File: src/rtl/seg_display_ctrl.sv
// Multiplexed 7-segment display controller.
// Accepts a binary value over a valid/ready handshake, converts it to BCD
// (double-dabble, one bit per cycle) or slices it into hex nibbles, then
// commits all digits at once and scans them across the display with PWM dimming.
// Ports:
//   clk_100mhz, reset          - clock, async active-high reset
//   load_valid/load_ready      - value handshake; load_data, hex_mode sampled on accept
//   blank_lz, brightness,
//   dp_mask                    - live display controls
//   anode, seg, dp             - active-low display drive (registered)
//   overflow                   - last committed value exceeded NUM_DIGITS digits
module seg_display_ctrl #(
    parameter int unsigned NUM_DIGITS  = 4,
    parameter int unsigned DATA_W      = 16,
    parameter int unsigned REFRESH_DIV = 100000,
    parameter int unsigned BRIGHT_W    = 4
) (
    input  logic                  clk_100mhz,
    input  logic                  reset,
    input  logic                  load_valid,
    output logic                  load_ready,
    input  logic [DATA_W-1:0]     load_data,
    input  logic                  hex_mode,
    input  logic                  blank_lz,
    input  logic [BRIGHT_W-1:0]   brightness,
    input  logic [NUM_DIGITS-1:0] dp_mask,
    output logic [NUM_DIGITS-1:0] anode,
    output logic [6:0]            seg,
    output logic                  dp,
    output logic                  overflow
);

    localparam int unsigned BCD_W  = 4 * NUM_DIGITS;
    localparam int unsigned EXT_W  = (DATA_W > BCD_W) ? DATA_W : BCD_W;
    localparam int unsigned CNT_W  = $clog2(DATA_W);
    localparam int unsigned SLOT_W = $clog2(REFRESH_DIV);
    localparam int unsigned IDX_W  = (NUM_DIGITS > 1) ? $clog2(NUM_DIGITS) : 1;

    localparam logic [EXT_W-1:0] LOW_MASK = EXT_W'({BCD_W{1'b1}});

    localparam logic [1:0] IDLE    = 2'd0;
    localparam logic [1:0] CONVERT = 2'd1;
    localparam logic [1:0] COMMIT  = 2'd2;

    logic [1:0]            state, state_nxt;
    logic [DATA_W-1:0]     shift_q;
    logic [BCD_W-1:0]      bcd_q, bcd_adj, disp_q;
    logic [CNT_W-1:0]      bit_cnt;
    logic                  ovf_acc;
    logic [EXT_W-1:0]      hex_ext;
    logic                  hex_ovf;
    logic [SLOT_W-1:0]     slot_cnt;
    logic [IDX_W-1:0]      idx;
    logic [BRIGHT_W-1:0]   pwm_cnt;
    logic [NUM_DIGITS-1:0] upper_zero;
    logic [NUM_DIGITS-1:0] anode_sel;
    logic [3:0]            cur_digit;
    logic                  cur_blank;
    logic                  cur_dp;

    function automatic logic [6:0] seg_code(input logic [3:0] d);
        case (d)
            4'h0:    seg_code = 7'b0000001;
            4'h1:    seg_code = 7'b1001111;
            4'h2:    seg_code = 7'b0010010;
            4'h3:    seg_code = 7'b0000110;
            4'h4:    seg_code = 7'b1001100;
            4'h5:    seg_code = 7'b0100100;
            4'h6:    seg_code = 7'b0100000;
            4'h7:    seg_code = 7'b0001111;
            4'h8:    seg_code = 7'b0000000;
            4'h9:    seg_code = 7'b0000100;
            4'hA:    seg_code = 7'b0001000;
            4'hB:    seg_code = 7'b1100000;
            4'hC:    seg_code = 7'b0110001;
            4'hD:    seg_code = 7'b1000010;
            4'hE:    seg_code = 7'b0110000;
            default: seg_code = 7'b0111000;
        endcase
    endfunction

    // Load FSM state register
    always_ff @(posedge clk_100mhz or posedge reset) begin
        if (reset) state <= IDLE;
        else       state <= state_nxt;
    end

    // Load FSM next-state
    always_comb begin
        state_nxt = state;
        case (state)
            IDLE:    if (load_valid) state_nxt = hex_mode ? COMMIT : CONVERT;
            CONVERT: if (bit_cnt == CNT_W'(DATA_W - 1)) state_nxt = COMMIT;
            COMMIT:  state_nxt = IDLE;
            default: state_nxt = IDLE;
        endcase
    end

    // Ready tracks the state the FSM is entering, so it equals (state == IDLE)
    always_ff @(posedge clk_100mhz or posedge reset) begin
        if (reset) load_ready <= 1'b1;
        else       load_ready <= (state_nxt == IDLE);
    end

    // Hex path: zero-extend, flag any bit above the displayable nibbles
    assign hex_ext = EXT_W'(load_data);
    assign hex_ovf = |(hex_ext & ~LOW_MASK);

    // Add-3 correction on every BCD digit before the shift
    always_comb begin
        bcd_adj = bcd_q;
        for (int i = 0; i < int'(NUM_DIGITS); i++) begin
            if (bcd_q[4*i +: 4] >= 4'd5) bcd_adj[4*i +: 4] = bcd_q[4*i +: 4] + 4'd3;
        end
    end

    // Conversion datapath and atomic commit of the display digits
    always_ff @(posedge clk_100mhz or posedge reset) begin
        if (reset) begin
            shift_q  <= '0;
            bcd_q    <= '0;
            bit_cnt  <= '0;
            ovf_acc  <= 1'b0;
            disp_q   <= '0;
            overflow <= 1'b0;
        end else begin
            case (state)
                IDLE: begin
                    if (load_valid) begin
                        shift_q <= load_data;
                        bit_cnt <= '0;
                        bcd_q   <= hex_mode ? hex_ext[BCD_W-1:0] : '0;
                        ovf_acc <= hex_mode ? hex_ovf : 1'b0;
                    end
                end
                CONVERT: begin
                    bcd_q   <= {bcd_adj[BCD_W-2:0], shift_q[DATA_W-1]};
                    shift_q <= {shift_q[DATA_W-2:0], 1'b0};
                    ovf_acc <= ovf_acc | bcd_adj[BCD_W-1];
                    bit_cnt <= bit_cnt + CNT_W'(1);
                end
                COMMIT: begin
                    disp_q   <= bcd_q;
                    overflow <= ovf_acc;
                end
                default: ;
            endcase
        end
    end

    // Refresh slot timer, digit index and PWM counter
    always_ff @(posedge clk_100mhz or posedge reset) begin
        if (reset) begin
            slot_cnt <= '0;
            idx      <= '0;
            pwm_cnt  <= '0;
        end else begin
            pwm_cnt <= pwm_cnt + BRIGHT_W'(1);
            if (slot_cnt == SLOT_W'(REFRESH_DIV - 1)) begin
                slot_cnt <= '0;
                idx      <= (idx == IDX_W'(NUM_DIGITS - 1)) ? '0 : idx + IDX_W'(1);
            end else begin
                slot_cnt <= slot_cnt + SLOT_W'(1);
            end
        end
    end

    // upper_zero[i]: digit i and everything above it are zero
    always_comb begin
        upper_zero = '0;
        upper_zero[NUM_DIGITS-1] = (disp_q[BCD_W-1 -: 4] == 4'd0);
        for (int i = int'(NUM_DIGITS) - 2; i >= 0; i--) begin
            upper_zero[i] = upper_zero[i+1] && (disp_q[4*i +: 4] == 4'd0);
        end
    end

    // Select the active digit's value, blanking and decimal point
    always_comb begin
        cur_digit = '0;
        cur_blank = 1'b0;
        cur_dp    = 1'b0;
        anode_sel = '1;
        for (int i = 0; i < int'(NUM_DIGITS); i++) begin
            if (idx == IDX_W'(i)) begin
                cur_digit    = disp_q[4*i +: 4];
                cur_blank    = blank_lz && (i != 0) && upper_zero[i];
                cur_dp       = dp_mask[i];
                anode_sel[i] = 1'b0;
            end
        end
    end

    // Registered display drive
    always_ff @(posedge clk_100mhz or posedge reset) begin
        if (reset) begin
            anode <= '1;
            seg   <= 7'b1111111;
            dp    <= 1'b1;
        end else begin
            anode <= (pwm_cnt <= brightness) ? anode_sel : '1;
            seg   <= cur_blank ? 7'b1111111 : seg_code(cur_digit);
            dp    <= ~cur_dp;
        end
    end

endmodule

File: config.mk
export PLATFORM = sky130hd
export DESIGN_NAME = seg_display_ctrl
export DESIGN_NICKNAME = d
export VERILOG_FILES = /design/src/rtl/seg_display_ctrl.sv
export SDC_FILE = /design/constraint.sdc
export NUM_CORES = 1
export LEC_CHECK = 0
export CORE_UTILIZATION = 38
export DETAILED_ROUTE_END_ITERATION = 10
export MAX_ROUTING_LAYER = met4
export SYNTH_ARGS = -nofsm -noshare
export SYNTH_HDL_FRONTEND = slang
export SYNTH_SLANG_ARGS = --single-unit
File: constraint.sdc
create_clock -name clk_100mhz -period 5.8 [get_ports clk_100mhz]
set_clock_uncertainty 0.15 [all_clocks]
set_input_delay 1.16 -clock clk_100mhz [delete_from_list [all_inputs] [get_ports clk_100mhz]]
set_output_delay 1.16 -clock clk_100mhz [all_outputs]
set_load 0.03 [all_outputs]
Word-level counts from Yosys, hierarchy flattened
Memory sizes are Yosys's and may differ from the RTL's.
Cells that the tools add are included.
{ "word_totals": {"output_inout_bits": 14, "ff_bits": 92, "latchBits": 0, "word_cells": 87, "mem_bits_ro": 112, "inputBits": 29, "ram_bits": 0, "memories": 1} }
{ "op_classes": {"magnitude_cmp": 5, "bitwise_logic": 2, "n_reduce_logical": 13, "n_mul": 0, "n_eq_ne": 8, "add_sub_neg": 8, "n_shift": 0, "div_mod_pow": 0, "muxes": 36} }
{ "memory_table": {"columns": ["memory", "depth", "word_bits", "rd", "rd_ports_with_merged_regs", "write_ports", "line_no", "source"], "rows": [
  ["(name not given)", 16, 7, 1, 0, 0, "62", "case (d)"]
]} }
{ "ops": {"columns": ["op", "n"], "rows": [
  ["$pmux W16 S2", 2],
  ["$mux W16", 3],
  ["$mux W4", 10],
  ["$add A17 B1 Y17 const B", 1],
  ["$eq A17 B17 Y1 const B", 1],
  ["$mux W17", 1],
  ["$add A4 B2 Y4 const B", 4],
  ["$ge A4 B3 Y1 const B", 4],
  ["$logic_not A4 Y1", 3],
  ["$mux W1", 12],
  ["$add A4 B1 Y4 const B", 2],
  ["$mux W2", 4],
  ["$pmux W4 S2", 1],
  ["$mux W7", 1],
  ["$eq A2 B2 Y1 const B", 3],
  ["$logic_not A2 Y1", 3],
  ["$logic_and A1 B1 Y1", 5],
  ["$eq A2 B1 Y1 const B", 2],
  ["$eq A4 B4 Y1 const B", 1],
  ["$le A4 B4 Y1", 1],
  ["$pmux W2 S2", 1],
  ["$add A2 B1 Y2 const B", 1],
  ["$ne A2 B2 Y1 const B", 1],
  ["$pmux W1 S2", 1],
  ["4 further kinds", 4]
]} }

Logic depth before layout (Yosys ltp)
{ "logic_depth": {"ltp_word": 8, "depth_mapped": 10, "mapped_depth_nobuf": 9} }

Least setup slack after synthesis
Ideal clock, no wire load.
{ "synth_timing": {"path_kind": "input -> register", "startpoint": "input port brightness[1]", "endpoint": "register anode[0]", "n_path_buf": 0, "arrival_ns": 2.253, "t_required_ns": 5.562, "setup_slack_ns": 3.308, "setup_time_ns": 0.088, "cell_stages": 7, "cell_sequence": "inv_1 ha_1 nor2b_1 o21a_1 o21a_1 o21ai_0 nand2_1"} }
{ "synth_between": {"elab_chain_len": 2} }
{ "synth_lines": {"columns": ["item", "line_no", "source"], "rows": [
  ["from (decl)", "25", "input logic [BRIGHT_W-1:0] brightness,"],
  ["$le A4 B4 Y1", "200", "anode <= (pwm_cnt <= brightness) ? anode_sel : '1;"],
  ["$mux W4", "200", null],
  ["to (signal assigned)", "200", null],
  ["to (decl)", "27", "output logic [NUM_DIGITS-1:0] anode,"]
]} }
No other way between the ends.
A chain may end at the register's enable or synchronous reset.

Worst setup path after layout
{ "layout_timing": {"startpoint": "input port load_valid", "endpoint": "register bit_cnt[2]"} }
{ "layout_between": {"elab_chain_len": 2} }
{ "layout_lines": {"columns": ["item", "line_no", "source"], "rows": [
  ["from (decl)", "20", "input logic load_valid,"],
  ["$ne A2 B2 Y1 (no line)", null, null],
  ["$reduce_and A2 Y1 (no line)", null, null],
  ["to (signal assigned)", "140", "bit_cnt <= bit_cnt + CNT_W'(1);"],
  ["to (decl)", "48", "logic [CNT_W-1:0] bit_cnt;"]
]} }
No other way between the ends.

==> results.yml <==
clocking:
  cts_tree: "done"
  cts.repair.resized: 0
  root_buffer: "clkbuf_16"
  postCtsSetupBuffers: 0
  cts.sinks: 92
  cts_buffers: 9
  cts_buffer_depth: 2
  clk_pin_slew_worst_paths_ps: 60
  htreeDepth: 3
  clk_latency_ps: 360
  cts_hold_repair.buffers: 0
power_and_ir_drop:
  seqPwrFrac_pct: 38.1
  p_sw_mw: 0.9465
  vdd_drop_max_v: 0.0001970
  p_int_mw: 1.739
  power_density_mw_per_mm2: 468.2
  combPwrFrac_pct: 35.2
  clockPowerShare_pct: 26.7
  leakage_nw: 2.488
  power.share.switching_pct: 35.25
floorplan:
  dieHeight_um: 114.7
  rows: 40
  start_util_pct: 39.55
  num_io_pins: 43
  fp.coreArea_mm2: 0.01221
  die_w_um: 114.7
  die_area_mm2: 0.01316
yosys:
  syn_nets: 541
  synthDistinctLibCells: 52
  yosysWarnings: 0
  synth_area_mm2: 0.004830
  synthArstFlopShare_pct: 100.0
  synth_top_area_share_pct: 40.93
  synth_cells: 487
  synthTopCellsByArea: "dfrtp_1 41%, dfstp_2 7.1%, ha_1 6.5%"
  yosys.area.top_type: "dfrtp_1"
  synth.avg_cell_area_um2: 9.917
  ys.flop_type: "dfrtp_1"
  ys_ff_latch: 92
  yosysSeqAreaShare_pct: 48.01
  synth-edff-count: 0
grt:
  overflow: 0
  antenna_found_initial: 0
  grt_pass1_vias: 3542
  grt_pass1_wl_um: 16890
  grtUsageTotal_pct: 17.07
  grt_max_degree: 55
detailed_routing:
  avgViaCountPerCell: 5.235
  avgRoutedWirePerCell_um: 14.38
  firstDrtPassIters: 7
  drcViolationCount: 0
  via_count: 3628
  drtIter0Drc: 239
  detail_route.wirelength_um: 9966
  postRouteAntennaNets: 0
place:
  post-dp-hpwl_um: 7089
  io_buffers: 42
  place_area_mm2: 0.005371
  place.gp.congestion: 0.8571
run_status:
  status: "finished, final reports clean"
timing:
  finalCriticalPeriod_ps: 3167
  slew_violations: 0
  setup_viol: 0
  rsz0062_at_grt: "false"
  fmax_mhz: 315.8
  finalCritPeriodShare_pct: 54.60
  setup_tns_ps: 0
  worst_pin_slew_ps: 943.8
  hold_viol: 0
  relSlewSlack_pct: 37.08
worst_setup_path:
  crit_type: "in -> reg"
  worstPathRequired_ps: 5920
  arrival_ps: 3290
  start_kind: "input port"
  cp_max_fo: 20
  endpoint_kind: "flop"
finish:
  syn2layout_area_growth_pct: 18.76
  diodes: 0
  drive_gt1_share_pct: 10.10
  design_area_mm2: 0.005736
  final_net_count: 574
  n_fill_cell: 1198
min_path:
  holdCritPathClass: "reg -> reg"
run:
  cap_violations: 0
-- cell usage after synthesis (4+ instances only) --
library cell	instances
nand2b_1	7
buf_2	9
a21oi_1	30
inv_1	22
mux2i_1	6
nand4_1	8
dfstp_2	13
nor3_1	5
nand2_1	52
a22oi_1	7
nand3b_1	7
o21ai_0	40
a31oi_1	10
nand3_1	20
clkbuf_1	11
a32oi_1	4
xnor2_1	15
xor2_1	6
and3b_1	9
a211oi_1	4
ha_1	25
nor3b_1	8
nor2b_1	12
nor2_1	28
mux2_2	9
dfrtp_1	79
-- flip-flops by register name (all words and copies together) (netlist names) --
signal and count:
anode 4, bcd_q 16, bit_cnt 4, disp_q 16
dp 1, idx 2, load_ready 1, overflow 1
ovf_acc 1, pwm_cnt 4, seg 7, shift_q 16
slot_cnt 17, state 2
-- through the flow --
step | utilization [%] | hold slack [ps] | setup WS [ps] | power (mW) | cells
after floorplan | - | 290.2 | 2120 | 1.712 | 487
after global placement | 43.99 | 314.1 | 2348 | 1.951 | 677
after detailed placement | 43.99 | 325.2 | 2271 | 1.983 | 677
after CTS | 46.97 | 339.3 | 2660 | 2.710 | 693
after global routing | 46.97 | 362.8 | 2396 | 2.877 | 693
final | 46.97 | 333.4 | 2633 | 2.685 | 693
-- critical path, stage by stage --
cell	delay (ps)
clkdlybuf4s50_1	690
nor2b_1	260
buf_4	220
nor2_1	480
buf_4	290
o21ai_0	100
o21ai_0	80
-- cells by family (layout without fill, tap and decap cells) --
family | Yosys count | in the layout | synth area share [%]
and+or+nand+nor | 169 | 169 | 18.73
muxes | 15 | 15 | 3.342
xor gates and xnor gates | 21 | 21 | 3.808
buffers and inverters | 47 | 85 | 4.352
adders and majority gates | 25 | 25 | 6.477
DFF | 92 | 92 | 48.01
AOI/OAI and AO/OA | 118 | 118 | 15.29
-- layer usage --
metal	global-route usage [%]	up-vias	wire length, um	share of wire [%]
li1	-	1791	-	-
met1	22.12	1743	4844	49
met2	25.98	78	4538	46
met3	3.268	16	389	3.9
met4	7.792	0	194	1.9
met5	-	-	0	0
-- power groups by stage --
stage | logic, mW | clock network (mW) | registers, mW
global placement | 0.921 | 0 | 1.03
global route | 1.06 | 0.759 | 1.05
CTS | 0.952 | 0.733 | 1.02
finish | 0.946 | 0.716 | 1.02
detailed placement | 0.948 | 0 | 1.03
floorplan | 0.672 | 0 | 1.04
-- worst paths after layout --
| path | slack, ps | startpoint | cells after the start | to |
|---|---|---|---|---|
| worst max-delay path | 2630 | load_valid | 7 | bit_cnt[2]$_DFFE_PP0P_ |
| worst min-delay path | 330 | pwm_cnt[0]$_DFF_PP0_ | 1 | pwm_cnt[0]$_DFF_PP0_ |
| worst max register to register | 3020 | idx[0]$_DFFE_PP0N_ | 7 | seg[5]$_DFF_PP1_ |
| worst min register to register | 330 | pwm_cnt[0]$_DFF_PP0_ | 1 | pwm_cnt[0]$_DFF_PP0_ |
| max in group asynchronous | 3330 | reset | 3 | seg[1]$_DFF_PP1_ |
| min in group asynchronous | 1150 | reset | 2 | shift_q[2]$_DFFE_PP0P_ |
-- layout by cell type (no fill, tap or decap), types with 4 or more instances in the layout --
cell,count
inv_1,21
ha_1,25
xor2_1,6
and3b_1,9
a32oi_1,4
a211oi_1,4
nor3b_1,8
nand4_1,8
o21ai_0,40
nor3_1,5
clkdlybuf4s50_1,42
nand3b_1,7
nand3_1,20
clkbuf_16,9
nor2_1,28
nand2b_1,7
nand2_1,52
a22oi_1,7
a31oi_1,10
mux2_2,9
bufinv_16,4
dfstp_2,13
dfrtp_1,79
a21oi_1,30
nor2b_1,12
buf_4,5
xnor2_1,15
mux2i_1,6
-- layout make-up --
cell class	instances	area (um^2)	area share, %
clock buffer	9	225.2	3.927
clock inverter	7	138.9	2.421
inverter	22	83.83	1.462
multi-input combinational	348	2301	40.12
sequential	92	2318	40.42
tap	168	210.2	3.665
timing repair buffer	47	457.9	7.984
No activity file was read; power rests on OpenSTA's default activity.
